File: config.mk
export PLATFORM = sky130hd
export DESIGN_NAME = alu_share_arbiter
export DESIGN_NICKNAME = d
export VERILOG_FILES = /design/src/rtl/alu_pkg.sv /design/src/rtl/alu_share_arbiter_alu.sv /design/src/rtl/alu_share_arbiter.sv
export SDC_FILE = /design/constraint.sdc
export NUM_CORES = 1
export LEC_CHECK = 0
export CELL_PAD_IN_SITES_DETAIL_PLACEMENT = 2
export CELL_PAD_IN_SITES_GLOBAL_PLACEMENT = 2
export CORE_ASPECT_RATIO = 1.5
export CORE_UTILIZATION = 34
export CTS_CLUSTER_DIAMETER = 150
export DETAILED_ROUTE_END_ITERATION = 10
export PLACE_DENSITY = 0.95
export SETUP_SLACK_MARGIN = 0.4
export SLEW_MARGIN = 40
export SYNTH_ARGS = -nofsm -noshare
export SYNTH_HDL_FRONTEND = slang
export SYNTH_SLANG_ARGS = --single-unit
File: constraint.sdc
create_clock -name clk -period 7.85 [get_ports clk]
set_clock_uncertainty 0.15 [all_clocks]
set_input_delay 1.1775 -clock clk [delete_from_list [all_inputs] [get_ports clk]]
set_output_delay 1.1775 -clock clk [all_outputs]
set_load 0.05 [all_outputs]
File: src/rtl/alu_pkg.sv
// Shared definitions for the shared RItype ALU: widths, aluSelect codes and FSM state.
package alu_pkg;

    localparam int unsigned XLEN      = 32;
    localparam int unsigned SEL_W     = 6;
    localparam int unsigned GNT_CNT_W = 16;

    // Immediate forms: operand b carries the already-extended immediate.
    localparam logic [SEL_W-1:0] ALU_ADDI  = 6'd19;
    localparam logic [SEL_W-1:0] ALU_SLTI  = 6'd20;
    localparam logic [SEL_W-1:0] ALU_SLTIU = 6'd21;
    localparam logic [SEL_W-1:0] ALU_XORI  = 6'd22;
    localparam logic [SEL_W-1:0] ALU_ORI   = 6'd23;
    localparam logic [SEL_W-1:0] ALU_ANDI  = 6'd24;
    localparam logic [SEL_W-1:0] ALU_SLLI  = 6'd25;
    localparam logic [SEL_W-1:0] ALU_SRLI  = 6'd26;
    localparam logic [SEL_W-1:0] ALU_SRAI  = 6'd27;
    // Register forms.
    localparam logic [SEL_W-1:0] ALU_ADD   = 6'd28;
    localparam logic [SEL_W-1:0] ALU_SLL   = 6'd29;
    localparam logic [SEL_W-1:0] ALU_SLT   = 6'd30;
    localparam logic [SEL_W-1:0] ALU_SLTU  = 6'd31;
    localparam logic [SEL_W-1:0] ALU_XOR   = 6'd32;
    localparam logic [SEL_W-1:0] ALU_SRL   = 6'd33;
    localparam logic [SEL_W-1:0] ALU_OR    = 6'd34;
    localparam logic [SEL_W-1:0] ALU_AND   = 6'd35;
    localparam logic [SEL_W-1:0] ALU_SUB   = 6'd36;
    localparam logic [SEL_W-1:0] ALU_SRA   = 6'd37;

    localparam logic [SEL_W-1:0] ALU_SEL_MIN = 6'd19;
    localparam logic [SEL_W-1:0] ALU_SEL_MAX = 6'd37;

    typedef enum logic {
        EMPTY = 1'b0,
        FULL  = 1'b1
    } rsp_state_e;

endpackage

File: src/rtl/alu_share_arbiter_alu.sv
// Combinational RItype integer ALU.
//   a, b    : operands (b is the immediate for the I-forms)
//   sel     : aluSelect code
//   result  : ALU output, zero for an illegal code
//   illegal : sel is outside the legal set
module alu_share_arbiter_alu
    import alu_pkg::*;
(
    input  logic [XLEN-1:0]  a,
    input  logic [XLEN-1:0]  b,
    input  logic [SEL_W-1:0] sel,
    output logic [XLEN-1:0]  result,
    output logic             illegal
);

    localparam int unsigned SHAMT_W = $clog2(XLEN);

    logic [SHAMT_W-1:0] shamt;
    logic               lt_s;
    logic               lt_u;

    assign shamt = b[SHAMT_W-1:0];
    assign lt_s  = $signed(a) < $signed(b);
    assign lt_u  = a < b;

    // Operation decode; unlisted codes fall through to the illegal default.
    always_comb begin
        result  = '0;
        illegal = 1'b0;
        case (sel)
            ALU_ADDI,  ALU_ADD:  result = a + b;
            ALU_SUB:             result = a - b;
            ALU_SLTI,  ALU_SLT:  result = XLEN'(lt_s);
            ALU_SLTIU, ALU_SLTU: result = XLEN'(lt_u);
            ALU_XORI,  ALU_XOR:  result = a ^ b;
            ALU_ORI,   ALU_OR:   result = a | b;
            ALU_ANDI,  ALU_AND:  result = a & b;
            ALU_SLLI,  ALU_SLL:  result = a << shamt;
            ALU_SRLI,  ALU_SRL:  result = a >> shamt;
            ALU_SRAI,  ALU_SRA:  result = XLEN'($signed(a) >>> shamt);
            default:             illegal = 1'b1;
        endcase
    end

endmodule

File: src/rtl/alu_share_arbiter.sv
// Round-robin share of one RItype ALU between two requesters with a
// single registered, ID-tagged response channel and grant counters.
//   clk, rst_n                          : clock, async active-low reset
//   r0_* / r1_*                         : valid/ready request ports with a, b, sel
//   rsp_valid/ready, rsp_id             : response handshake and issuing requester
//   rsp_result, rsp_illegal             : registered ALU result and illegal-code flag
//   gnt_cnt0, gnt_cnt1                  : saturating accepted-operation counters
module alu_share_arbiter
    import alu_pkg::*;
#(
    parameter int unsigned CNT_W = GNT_CNT_W
) (
    input  logic             clk,
    input  logic             rst_n,
    input  logic             r0_valid,
    output logic             r0_ready,
    input  logic [XLEN-1:0]  r0_a,
    input  logic [XLEN-1:0]  r0_b,
    input  logic [SEL_W-1:0] r0_sel,
    input  logic             r1_valid,
    output logic             r1_ready,
    input  logic [XLEN-1:0]  r1_a,
    input  logic [XLEN-1:0]  r1_b,
    input  logic [SEL_W-1:0] r1_sel,
    output logic             rsp_valid,
    input  logic             rsp_ready,
    output logic             rsp_id,
    output logic [XLEN-1:0]  rsp_result,
    output logic             rsp_illegal,
    output logic [CNT_W-1:0] gnt_cnt0,
    output logic [CNT_W-1:0] gnt_cnt1
);

    rsp_state_e       state;
    logic             rr_ptr;
    logic             can_accept;
    logic             winner;
    logic             accept;
    logic [XLEN-1:0]  alu_a;
    logic [XLEN-1:0]  alu_b;
    logic [SEL_W-1:0] alu_sel;
    logic [XLEN-1:0]  alu_result;
    logic             alu_illegal;

    // Arbitration: a lone requester wins, contention resolves by rr_ptr.
    always_comb begin
        can_accept = (state == EMPTY) || rsp_ready;
        winner     = (r0_valid && r1_valid) ? rr_ptr : r1_valid;
        accept     = can_accept && (r0_valid || r1_valid);
        r0_ready   = can_accept && r0_valid && !winner;
        r1_ready   = can_accept && r1_valid && winner;
        alu_a      = winner ? r1_a   : r0_a;
        alu_b      = winner ? r1_b   : r0_b;
        alu_sel    = winner ? r1_sel : r0_sel;
    end

    alu_share_arbiter_alu u_alu (
        .a       (alu_a),
        .b       (alu_b),
        .sel     (alu_sel),
        .result  (alu_result),
        .illegal (alu_illegal)
    );

    assign rsp_valid = (state == FULL);

    // Response FSM, response register, round-robin pointer and counters.
    always_ff @(posedge clk or negedge rst_n) begin
        if (!rst_n) begin
            state       <= EMPTY;
            rr_ptr      <= 1'b0;
            rsp_id      <= 1'b0;
            rsp_result  <= '0;
            rsp_illegal <= 1'b0;
            gnt_cnt0    <= '0;
            gnt_cnt1    <= '0;
        end else begin
            if (accept) begin
                state       <= FULL;
                rsp_id      <= winner;
                rsp_result  <= alu_result;
                rsp_illegal <= alu_illegal;
                rr_ptr      <= ~winner;
                if (!winner && (gnt_cnt0 != '1)) begin
                    gnt_cnt0 <= gnt_cnt0 + CNT_W'(1);
                end
                if (winner && (gnt_cnt1 != '1)) begin
                    gnt_cnt1 <= gnt_cnt1 + CNT_W'(1);
                end
            end else if ((state == FULL) && rsp_ready) begin
                // Result consumed with nothing new: drop to EMPTY, keep last value.
                state <= EMPTY;
            end
        end
    end

endmodule
==> results of run 1 <==
==> tightest hold or removal path, delay by kind of cell (launching register included) <==
kind	cells	cell delay [ps]
DFF	1	350
and+or+nand+nor	2	120
==> power groups by stage <==
stage               Sequential (mW)  Clock, mW  Combinational (mW)
floorplan                     0.675          0                1.02
global placement              0.477          0                1.89
detailed placement            0.487          0                1.97
CTS                           0.482      0.456                1.98
global route                  0.488      0.462                2.14
finish                        0.481      0.447                2.05
==> worst paths after layout <==
kind / cells past startpoint / from / endpoint / slack [ps]
worst min-delay path: 2 / rsp_id / rsp_id / 350
min in group asynchronous: 1 / rst_n / gnt_cnt0[7] / 690
worst max register to register: 16 / rr_ptr / rsp_result[0] / 2200
worst max-delay path: 17 / r0_valid / rsp_result[0] / 1310
worst min register to register: 2 / rsp_id / rsp_id / 350
max in group asynchronous: 1 / rst_n / rsp_result[26] / 6320
==> routing by layer <==
| layer | GRT usage [%] | vias to the layer above | routed length, um |
|---|---|---|---|
| met5 | 0 | - | 0 |
| met4 | 31.0 | 0 | 7940 |
| met3 | 6.49 | 393 | 6020 |
| met2 | 66.7 | 974 | 42400 |
| met1 | 44.3 | 9506 | 33000 |
| li1 | - | 8066 | - |
==> cells in the final DEF (no fill, tap or decap), drive strengths merged, types with 10 or more instances in the layout <==
master,count
dfrtp,68
o211ai,41
o21ai,134
mux2,54
or2,13
a221o,10
a221oi,30
nand4,20
ha,101
nor2b,24
inv,106
a21o,24
and3,23
and2,17
nor3,43
a21oi,160
nand2b,25
or3,18
nor2,161
nand2,332
a2111oi,16
o31ai,21
nor4,14
a311oi,18
xnor2,36
nand3,74
a211oi,41
a22oi,12
o22ai,20
o2111ai,10
clkbuf,17
buf,42
a31oi,25
clkdlybuf4s50,209
o221ai,14
mux2i,114
==> cells by family (layout without fill, tap and decap cells) <==
| group | count (synthesis) | count (layout) |
|---|---|---|
| AOI/OAI and AO/OA | 678 | 678 |
| xor gates and xnor gates | 42 | 42 |
| adders and majority gates | 103 | 103 |
| buffers and inverters | 268 | 375 |
| DFF | 68 | 68 |
| muxes | 176 | 176 |
| and+or+nand+nor | 798 | 798 |
==> final cells by class <==
type                    instances  area (um2)
multi-input cells            1797       12000
repair buffers                252        2440
flip-flops and latches         68        1700
fillers                      5036       25300
clock buffers                  16         302
inverters                     107         404
well taps                     570         713
==> state kept, by name, summed over array words and instances, names as in the netlist <==
register	count
rsp_illegal	1
gnt_cnt1	16
rsp_id	1
rsp_result	32
rsp_valid	1
rr_ptr	1
gnt_cnt0	16
==> through the flow <==
stage,hold WS (ps),instances,area [um2]
2_1_floorplan,306,2133,14800
3_3_place_gp,322,2791,17200
3_5_place_dp,332,2792,17300
4_1_cts,346,2808,17600
5_1_grt,388,2810,17600
6_report,349,2810,17600
==> flow_metrics.py, run 1 <==
metrics = {
    "global_routing": {
        "grt_start_max_net_pins": 71,
        "antenna_found_initial": 1,
        "grt_pass1_vias": 20138,
        "grt_usage_pct": 39.8,
        "grt_pass1_wl_um": 131000,
        "overflow": 0,
    },
    "critical_path": {
        "critPathKind": "in -> reg",
        "cp_slowest_cell": "a311oi_1",
        "slowest_delay_ps": 780,
        "critical_path_buf_inv_count": 2,
        "cp.required_ps": 7990,
        "startpoint_type": "primary input",
        "crit_fanout": 46,
        "crit_path_end_kind": "flip-flop",
        "crit_arrival_ps": 6670,
        "crit_chain": "clkdlybuf4s50_1 -> nand2b_2 -> nand2_4 -> nand2_1 -> nand2_1 -> inv_1 -> ha_1 -> fa_1 -> nor2_1 -> o311ai_0 -> a311oi_1 -> o31ai_1 -> o211ai_1 -> o311ai_0 -> and4b_1 -> a211oi_1 -> o21ai_1",
        "cp_top_family": "compound AO/OA/AOI/OAI gates",
    },
    "outcome": {
        "status": "complete, no violations",
    },
    "placement": {
        "dp_hpwl_um": 69600,
        "routabilityCongestion": 1.04,
        "place_ws_ps": 1040,
        "io_buffer_count": 213,
    },
    "clocking": {
        "cts_buffers": 9,
        "hold_buffers": 0,
        "clockBufferDepth": 2,
        "cts_tree": "done",
        "clk_pin_slew_ps": 70,
        "cts_setup_buffers": 0,
        "clockRootBuffer": "clkbuf_16",
        "worstSkewPairLatency_ps": 380,
        "htree_levels": 3,
        "cts_resized": 0,
        "clock_sinks": 68,
    },
    "routing": {
        "vias_per_cell": 6.74,
        "ant_nets": 0,
        "drtPass1Iterations": 5,
        "vias": 18939,
        "routed_wl_um": 89300,
        "drt_iter0_drc": 1477,
        "drc_errors": 0,
        "wl_per_cell_um": 31.8,
    },
    "yosys": {
        "yosysSeqAreaShare_pct": 11.5,
        "synth_edf_count": 0,
        "synth_compound_area_share_pct": 31.3,
        "synth-simple-area-share_pct": 25.1,
        "avgSynthCellArea_um2": 6.94,
        "yosys.area.top_type_share_pct": 11.5,
        "synth_fa_ha_area_share_pct": 8.81,
        "synth.area.top_cells": "dfrtp_1, ha_1, nand2_1",
        "synth_mux_area_share_pct": 13.0,
        "async_reset_ff_share_pct": 100,
        "synth_top_family_by_area": "compound AO/OA/AOI/OAI gates",
        "synth_fp_nets": 2381,
        "synthTopCellsByCount": "nand2_1, nor2_1, a21oi_1",
        "synth_seq_cells": 68,
        "ys_types": 97,
        "ys_dominant_reg_cell": "dfrtp_1",
        "syn_inst": 2133,
        "synthMostInstantiatedCell": "nand2_1",
        "yosys_warnings": 0,
        "synth_top_area_cell": "dfrtp_1",
        "synth_xor_area_share_pct": 2.49,
        "synth_area_um2": 14800,
    },
    "power": {
        "intPower_mw": 1.32,
        "power.switching_mw": 1.65,
        "finalPower_mw": 2.98,
        "power_frac_clock_pct": 15.0,
        "power_leakage_nw": 7.30,
        "ir_drop_v": 0.000124,
        "pwr-share-seq_pct": 16.2,
        "pwr-share-comb_pct": 68.8,
        "power_density_nw_per_um2": 169,
        "switching_share_pct": 55.6,
    },
    "cells_and_area": {
        "final_util_pct": 41.0,
        "diodes": 0,
        "nets": 2483,
        "area_growth_pct": 18.9,
        "drive_gt1_share_pct": 8.30,
    },
    "sta": {
        "min_period_ps": 6540,
        "hold_viol": 0,
        "worst_slew_pin_slew_ps": 896,
        "rsz0062_at_grt": "false",
        "finalSetupTns_ps": 0,
        "setup_viol": 0,
        "slew_viol_final": 0,
        "fin_crit_sh_pct": 83.3,
        "relSlewSlack_pct": 39.7,
        "fmax_mhz": 153,
        "fin_ws_ps": 1310,
    },
    "floorplan": {
        "fp.dieH_um": 258,
        "start_util_pct": 34.5,
        "io_pins": 214,
        "rows": 93,
        "die_area_um2": 44400,
        "die_w_um": 172,
        "fp.coreArea_um2": 42900,
    },
    "worst_hold_path": {
        "hold_path.class": "reg -> reg",
    },
    "run": {
        "maxCapViolCount": 0,
    },
}
Note: power is estimated with default switching activity, not from simulation.
==> run 2: changes to the inputs <==
- CORE_UTILIZATION: 34 -> 32
- PLACE_DENSITY: 0.95 -> 0.92
- clock period: 7.85 -> 6.6 ns (I/O delays scaled with it)
==> flow_metrics.py, run 2 (same netlist as run 1, synthesis figures left out) <==
metrics = {
    "cells_and_area": {
        "largest_reg_flops": 32,
        "diodes": 0,
        "layout.cells.most_common": "nand2_1",
        "area_growth_pct": 20.8,
        "top_regs": "rsp_result: 32 flops, gnt_cnt0: 16 flops, gnt_cnt1: 16 flops",
        "nets": 2516,
        "layout_common_cells": "nand2_1, clkdlybuf4s50_1, nor2_1, a21oi_1, o21ai_0",
        "top_register": "rsp_result",
        "drive_gt1_share_pct": 9.29,
    },
    "clocking": {
        "hold_buffers": 0,
        "cts_tree": "done",
        "cts_buffers": 9,
        "htree_levels": 3,
        "cts_setup_buffers": 0,
        "clockRootBuffer": "clkbuf_16",
        "clk_pin_slew_ps": 70,
        "cts_resized": 0,
        "worstSkewPairLatency_ps": 360,
        "clockBufferDepth": 2,
        "clock_sinks": 68,
    },
    "sta": {
        "hold_viol": 0,
        "rsz0062_at_grt": "false",
        "setup_viol": 0,
        "slew_viol_final": 0,
        "min_period_ps": 5900,
        "fmax_mhz": 169,
        "finalSetupTns_ps": 0,
        "fin_ws_ps": 697,
        "worst_slew_pin_slew_ps": 967,
        "fin_crit_sh_pct": 89.4,
        "relSlewSlack_pct": 34.8,
    },
    "floorplan": {
        "die_area_um2": 47100,
        "io_pins": 214,
        "fp.dieH_um": 265,
        "rows": 96,
        "fp.coreArea_um2": 45600,
        "start_util_pct": 32.4,
        "die_w_um": 178,
    },
    "routing": {
        "wl_per_cell_um": 31.9,
        "drc_errors": 0,
        "ant_nets": 0,
        "vias_per_cell": 6.65,
        "vias": 19032,
        "drtPass1Iterations": 5,
        "routed_wl_um": 91200,
        "drt_iter0_drc": 1464,
    },
    "placement": {
        "dp_hpwl_um": 71900,
        "io_buffer_count": 213,
        "routabilityCongestion": 1.03,
        "place_ws_ps": 518,
    },
    "global_routing": {
        "grt_pass1_wl_um": 134000,
        "grt_usage_pct": 38.1,
        "antenna_found_initial": 0,
        "overflow": 0,
        "grt_pass1_vias": 20377,
        "grt_start_max_net_pins": 69,
    },
    "critical_path": {
        "crit_arrival_ps": 6000,
        "startpoint_type": "primary input",
        "critPathKind": "in -> reg",
        "crit_fanout": 20,
        "crit_path_end_kind": "flip-flop",
        "cp.required_ps": 6700,
    },
    "run": {
        "maxCapViolCount": 0,
    },
    "power": {
        "power_density_nw_per_um2": 200,
        "ir_drop_v": 0.000127,
        "power_leakage_nw": 7.46,
    },
    "worst_hold_path": {
        "hold_path.class": "reg -> reg",
    },
    "outcome": {
        "status": "complete, no violations",
    },
}
==> run 2: changes by cell type in the layout (fill, tap and decap cells not counted), moves of 2 or more <==
| cell | previous run | this run |
|---|---|---|
| o21ai_1 | 8 | 10 |
| o31ai_1 | 16 | 18 |
| clkbuf_8 | 5 | 1 |
| a2111oi_0 | 11 | 15 |
| o311ai_1 | 6 | 4 |
| o311ai_0 | 3 | 5 |
| o31ai_2 | 5 | 2 |
| buf_4 | 37 | 68 |
| a2111oi_1 | 5 | 1 |
==> run 2: worst max-delay path, stage by stage <==
cell and delay, ps:
clkdlybuf4s50_1 650, and2b_1 310, nor2_4 110, buf_16 180, buf_8 170, buf_4 170, nand2_1 80, nand2_1 100
ha_1 490, inv_1 160, a21oi_1 260, o221ai_1 290, o311ai_1 730, o21a_1 290, o31ai_2 130, a221o_1 330
nor4b_1 150, or3_1 380
==> run 2: path summary, 6_finish.rpt <==
kind / cells past startpoint / slack (ps) / end / from
setup / recovery: 18 / 700 / rsp_result[31] / r0_valid
hold / removal: 1 / 350 / gnt_cnt0[10] / gnt_cnt0[10]
setup reg to reg: 17 / 1550 / rsp_result[31] / rr_ptr
hold reg to reg: 1 / 350 / gnt_cnt0[10] / gnt_cnt0[10]
max in group asynchronous: 2 / 5330 / rsp_result[0] / rst_n
min in group asynchronous: 1 / 370 / gnt_cnt0[1] / rst_n
==> run 2: layer usage <==
| layer | track usage [%] | vias up | share of wire [%] |
|---|---|---|---|
| li1 | - | 8129 | - |
| met1 | 43.0 | 9649 | 38 |
| met2 | 65.3 | 912 | 48 |
| met3 | 5.47 | 342 | 5.8 |
| met4 | 26.6 | 0 | 7.9 |
| met5 | 0 | - | 0 |
==> run 2: final cells by class <==
| type | instances | area (um2) |
|---|---|---|
| Clock buffer | 13 | 250 |
| Clock inverter | 2 | 35.0 |
| Fill cell | 5410 | 27800 |
| Inverter | 107 | 404 |
| Multi-Input combinational cell | 1797 | 12000 |
| Sequential cell | 68 | 1700 |
| Tap cell | 588 | 736 |
| Timing Repair Buffer | 285 | 2730 |
==> run 2: power breakdown <==
part	switching, mW	internal, mW	total [mW]	leakage (nW)
Sequential	0.0881	0.488	0.576	0.876
Combinational	1.66	0.800	2.46	6.44
Clock	0.232	0.302	0.534	0.140
Total	1.98	1.59	3.57	7.46
==> run 2: metrics by stage <==
stage	cell area, um2	instances	hold WS, ps	util (%)	power [mW]
6_report	17900	2860	353	39.2	3.57
5_1_grt	17900	2860	362	39.2	3.71
4_1_cts	17800	2859	356	39.1	3.52
3_5_place_dp	17600	2844	344	38.5	2.97
3_3_place_gp	17500	2842	317	38.3	2.87
2_1_floorplan	14800	2133	306	-	2.02
==> run 3: changes to the inputs <==
- CORE_MARGIN: unset -> 2
==> flow_metrics.py, run 3 (same netlist as run 1, synthesis figures left out) <==
metrics = {
    "critical_path": {
        "startpoint_type": "primary input",
        "crit_fanout": 47,
        "cp.required_ps": 6760,
        "crit_arrival_ps": 6180,
        "critPathKind": "in -> reg",
        "crit_path_end_kind": "flip-flop",
    },
    "clocking": {
        "cts_tree": "done",
        "cts_resized": 0,
        "hold_buffers": 0,
        "htree_levels": 3,
        "clk_pin_slew_ps": 70,
        "cts_setup_buffers": 0,
        "cts_buffers": 9,
        "clockBufferDepth": 2,
        "clock_sinks": 68,
        "clockRootBuffer": "clkbuf_16",
        "worstSkewPairLatency_ps": 370,
    },
    "cells_and_area": {
        "multi_input_comb_area_um2": 12000,
        "diodes": 0,
        "largest_reg_flops": 32,
        "layout.cells.most_common": "nand2_1",
        "regArea_um2": 1700,
        "top_register": "rsp_result",
        "layout_common_cells": "nand2_1, clkdlybuf4s50_1, nor2_1, a21oi_1, o21ai_0",
        "nets": 2514,
        "drive_gt1_share_pct": 9.43,
        "top_regs": "rsp_result: 32 flops, gnt_cnt0: 16 flops, gnt_cnt1: 16 flops",
        "fin_area_um2": 17800,
        "area_growth_pct": 20.6,
        "nFillCells": 5380,
    },
    "global_routing": {
        "grt_start_max_net_pins": 69,
        "antenna_found_initial": 1,
        "grt_pass1_wl_um": 133000,
        "overflow": 0,
        "grt_usage_pct": 36.3,
        "grt_pass1_vias": 20433,
    },
    "routing": {
        "vias": 18958,
        "vias_per_cell": 6.63,
        "ant_nets": 0,
        "routed_wl_um": 89900,
        "drtPass1Iterations": 6,
        "drc_errors": 0,
        "drt_iter0_drc": 1726,
        "wl_per_cell_um": 31.5,
    },
    "floorplan": {
        "die_area_um2": 48000,
        "rows": 96,
        "start_util_pct": 32.3,
        "die_w_um": 180,
        "fp.coreArea_um2": 45800,
        "fp.dieH_um": 267,
        "io_pins": 214,
    },
    "sta": {
        "fmax_mhz": 166,
        "setup_viol": 0,
        "fin_hold_ws_ps": 354,
        "relSlewSlack_pct": 43.5,
        "finalSetupTns_ps": 0,
        "worst_slew_pin_slew_ps": 842,
        "fin_crit_sh_pct": 91.2,
        "min_period_ps": 6020,
        "rsz0062_at_grt": "false",
        "slew_viol_final": 0,
        "hold_viol": 0,
    },
    "placement": {
        "routabilityCongestion": 1.02,
        "dp_hpwl_um": 70700,
        "io_buffer_count": 213,
        "placed_area_um2": 17500,
    },
    "power": {
        "ir_drop_v": 0.000143,
        "pwr-share-comb_pct": 68.9,
        "power_density_nw_per_um2": 199,
        "power_leakage_nw": 7.43,
        "power.switching_mw": 1.97,
        "switching_share_pct": 55.4,
        "pwr-share-seq_pct": 16.1,
        "intPower_mw": 1.59,
        "power_frac_clock_pct": 14.9,
    },
    "worst_hold_path": {
        "hold_path.class": "reg -> reg",
    },
    "outcome": {
        "status": "complete, no violations",
    },
    "run": {
        "maxCapViolCount": 0,
    },
}
==> run 3: changes by cell type in the layout (fill, tap and decap cells not counted), moves of 2 or more <==
cell / previous run / this run
buf_4: 68 / 66
buf_6: 1 / 3
o311ai_0: 5 / 2
o31ai_2: 2 / 4
clkinv_2: 1 / 3
buf_16: 2 / 0
clkbuf_1: 3 / 0
o311ai_1: 4 / 7
==> run 3: per-layer routing <==
| metal | part of all wire [%] | wire, um | global-route usage (%) |
|---|---|---|---|
| met4 | 8.2 | 7360 | 26.9 |
| met1 | 38 | 34000 | 40.2 |
| met3 | 5.6 | 5030 | 5.47 |
| met2 | 48 | 43600 | 63.1 |
| met5 | 0.016 | 14 | 0 |
==> run 3: final timing paths <==
path                            startpoint             end  slack (ps)  depth (start not counted)
worst max register to register      rr_ptr   rsp_result[0]        1330                         17
min in group asynchronous            rst_n     gnt_cnt0[5]         510                          1
worst min-delay path                rsp_id          rsp_id         350                          2
worst max-delay path              r0_valid   rsp_result[0]         580                         18
worst min register to register      rsp_id          rsp_id         350                          2
max in group asynchronous            rst_n  rsp_result[23]        5220                          1
==> run 3: final cells by class <==
cell class,count,share of cell area [%]
Timing Repair Buffer,283,15.1
Clock buffer,10,1.34
Multi-Input combinational cell,1797,67.4
Inverter,107,2.26
Tap cell,588,4.12
Sequential cell,68,9.53
Clock inverter,5,0.294
==> run 3: power by group through the flow <==
stage,registers (mW),logic (mW),clock network [mW]
detailed placement,0.579,2.37,0
global route,0.583,2.57,0.553
floorplan,0.802,1.21,0
CTS,0.572,2.39,0.539
global placement,0.570,2.29,0
finish,0.573,2.45,0.531
==> run 3: critical path, cell delays in order <==
cell and delay (ps):
clkdlybuf4s50_1 540, nand2b_2 170, nand2_4 410, nand2_1 210, nand2_1 120, inv_1 100, ha_1 220, fa_1 290
nor2_1 70, o311ai_0 590, a311oi_1 250, buf_4 190, o31ai_1 400, o211ai_1 440, o311ai_0 610, and4b_1 300
a211oi_1 80, o21ai_1 150
==> run 3: per-stage QoR <==
stage | power [mW] | setup WS, ps | cells | utilization [%]
final | 3.56 | 583 | 2858 | 39.0
after global routing | 3.71 | 411 | 2858 | 39.0
after CTS | 3.50 | 754 | 2857 | 39.0
after detailed placement | 2.95 | 378 | 2842 | 38.3
after global placement | 2.86 | 538 | 2842 | 38.3
after floorplan | 2.02 | 1270 | 2133 | -
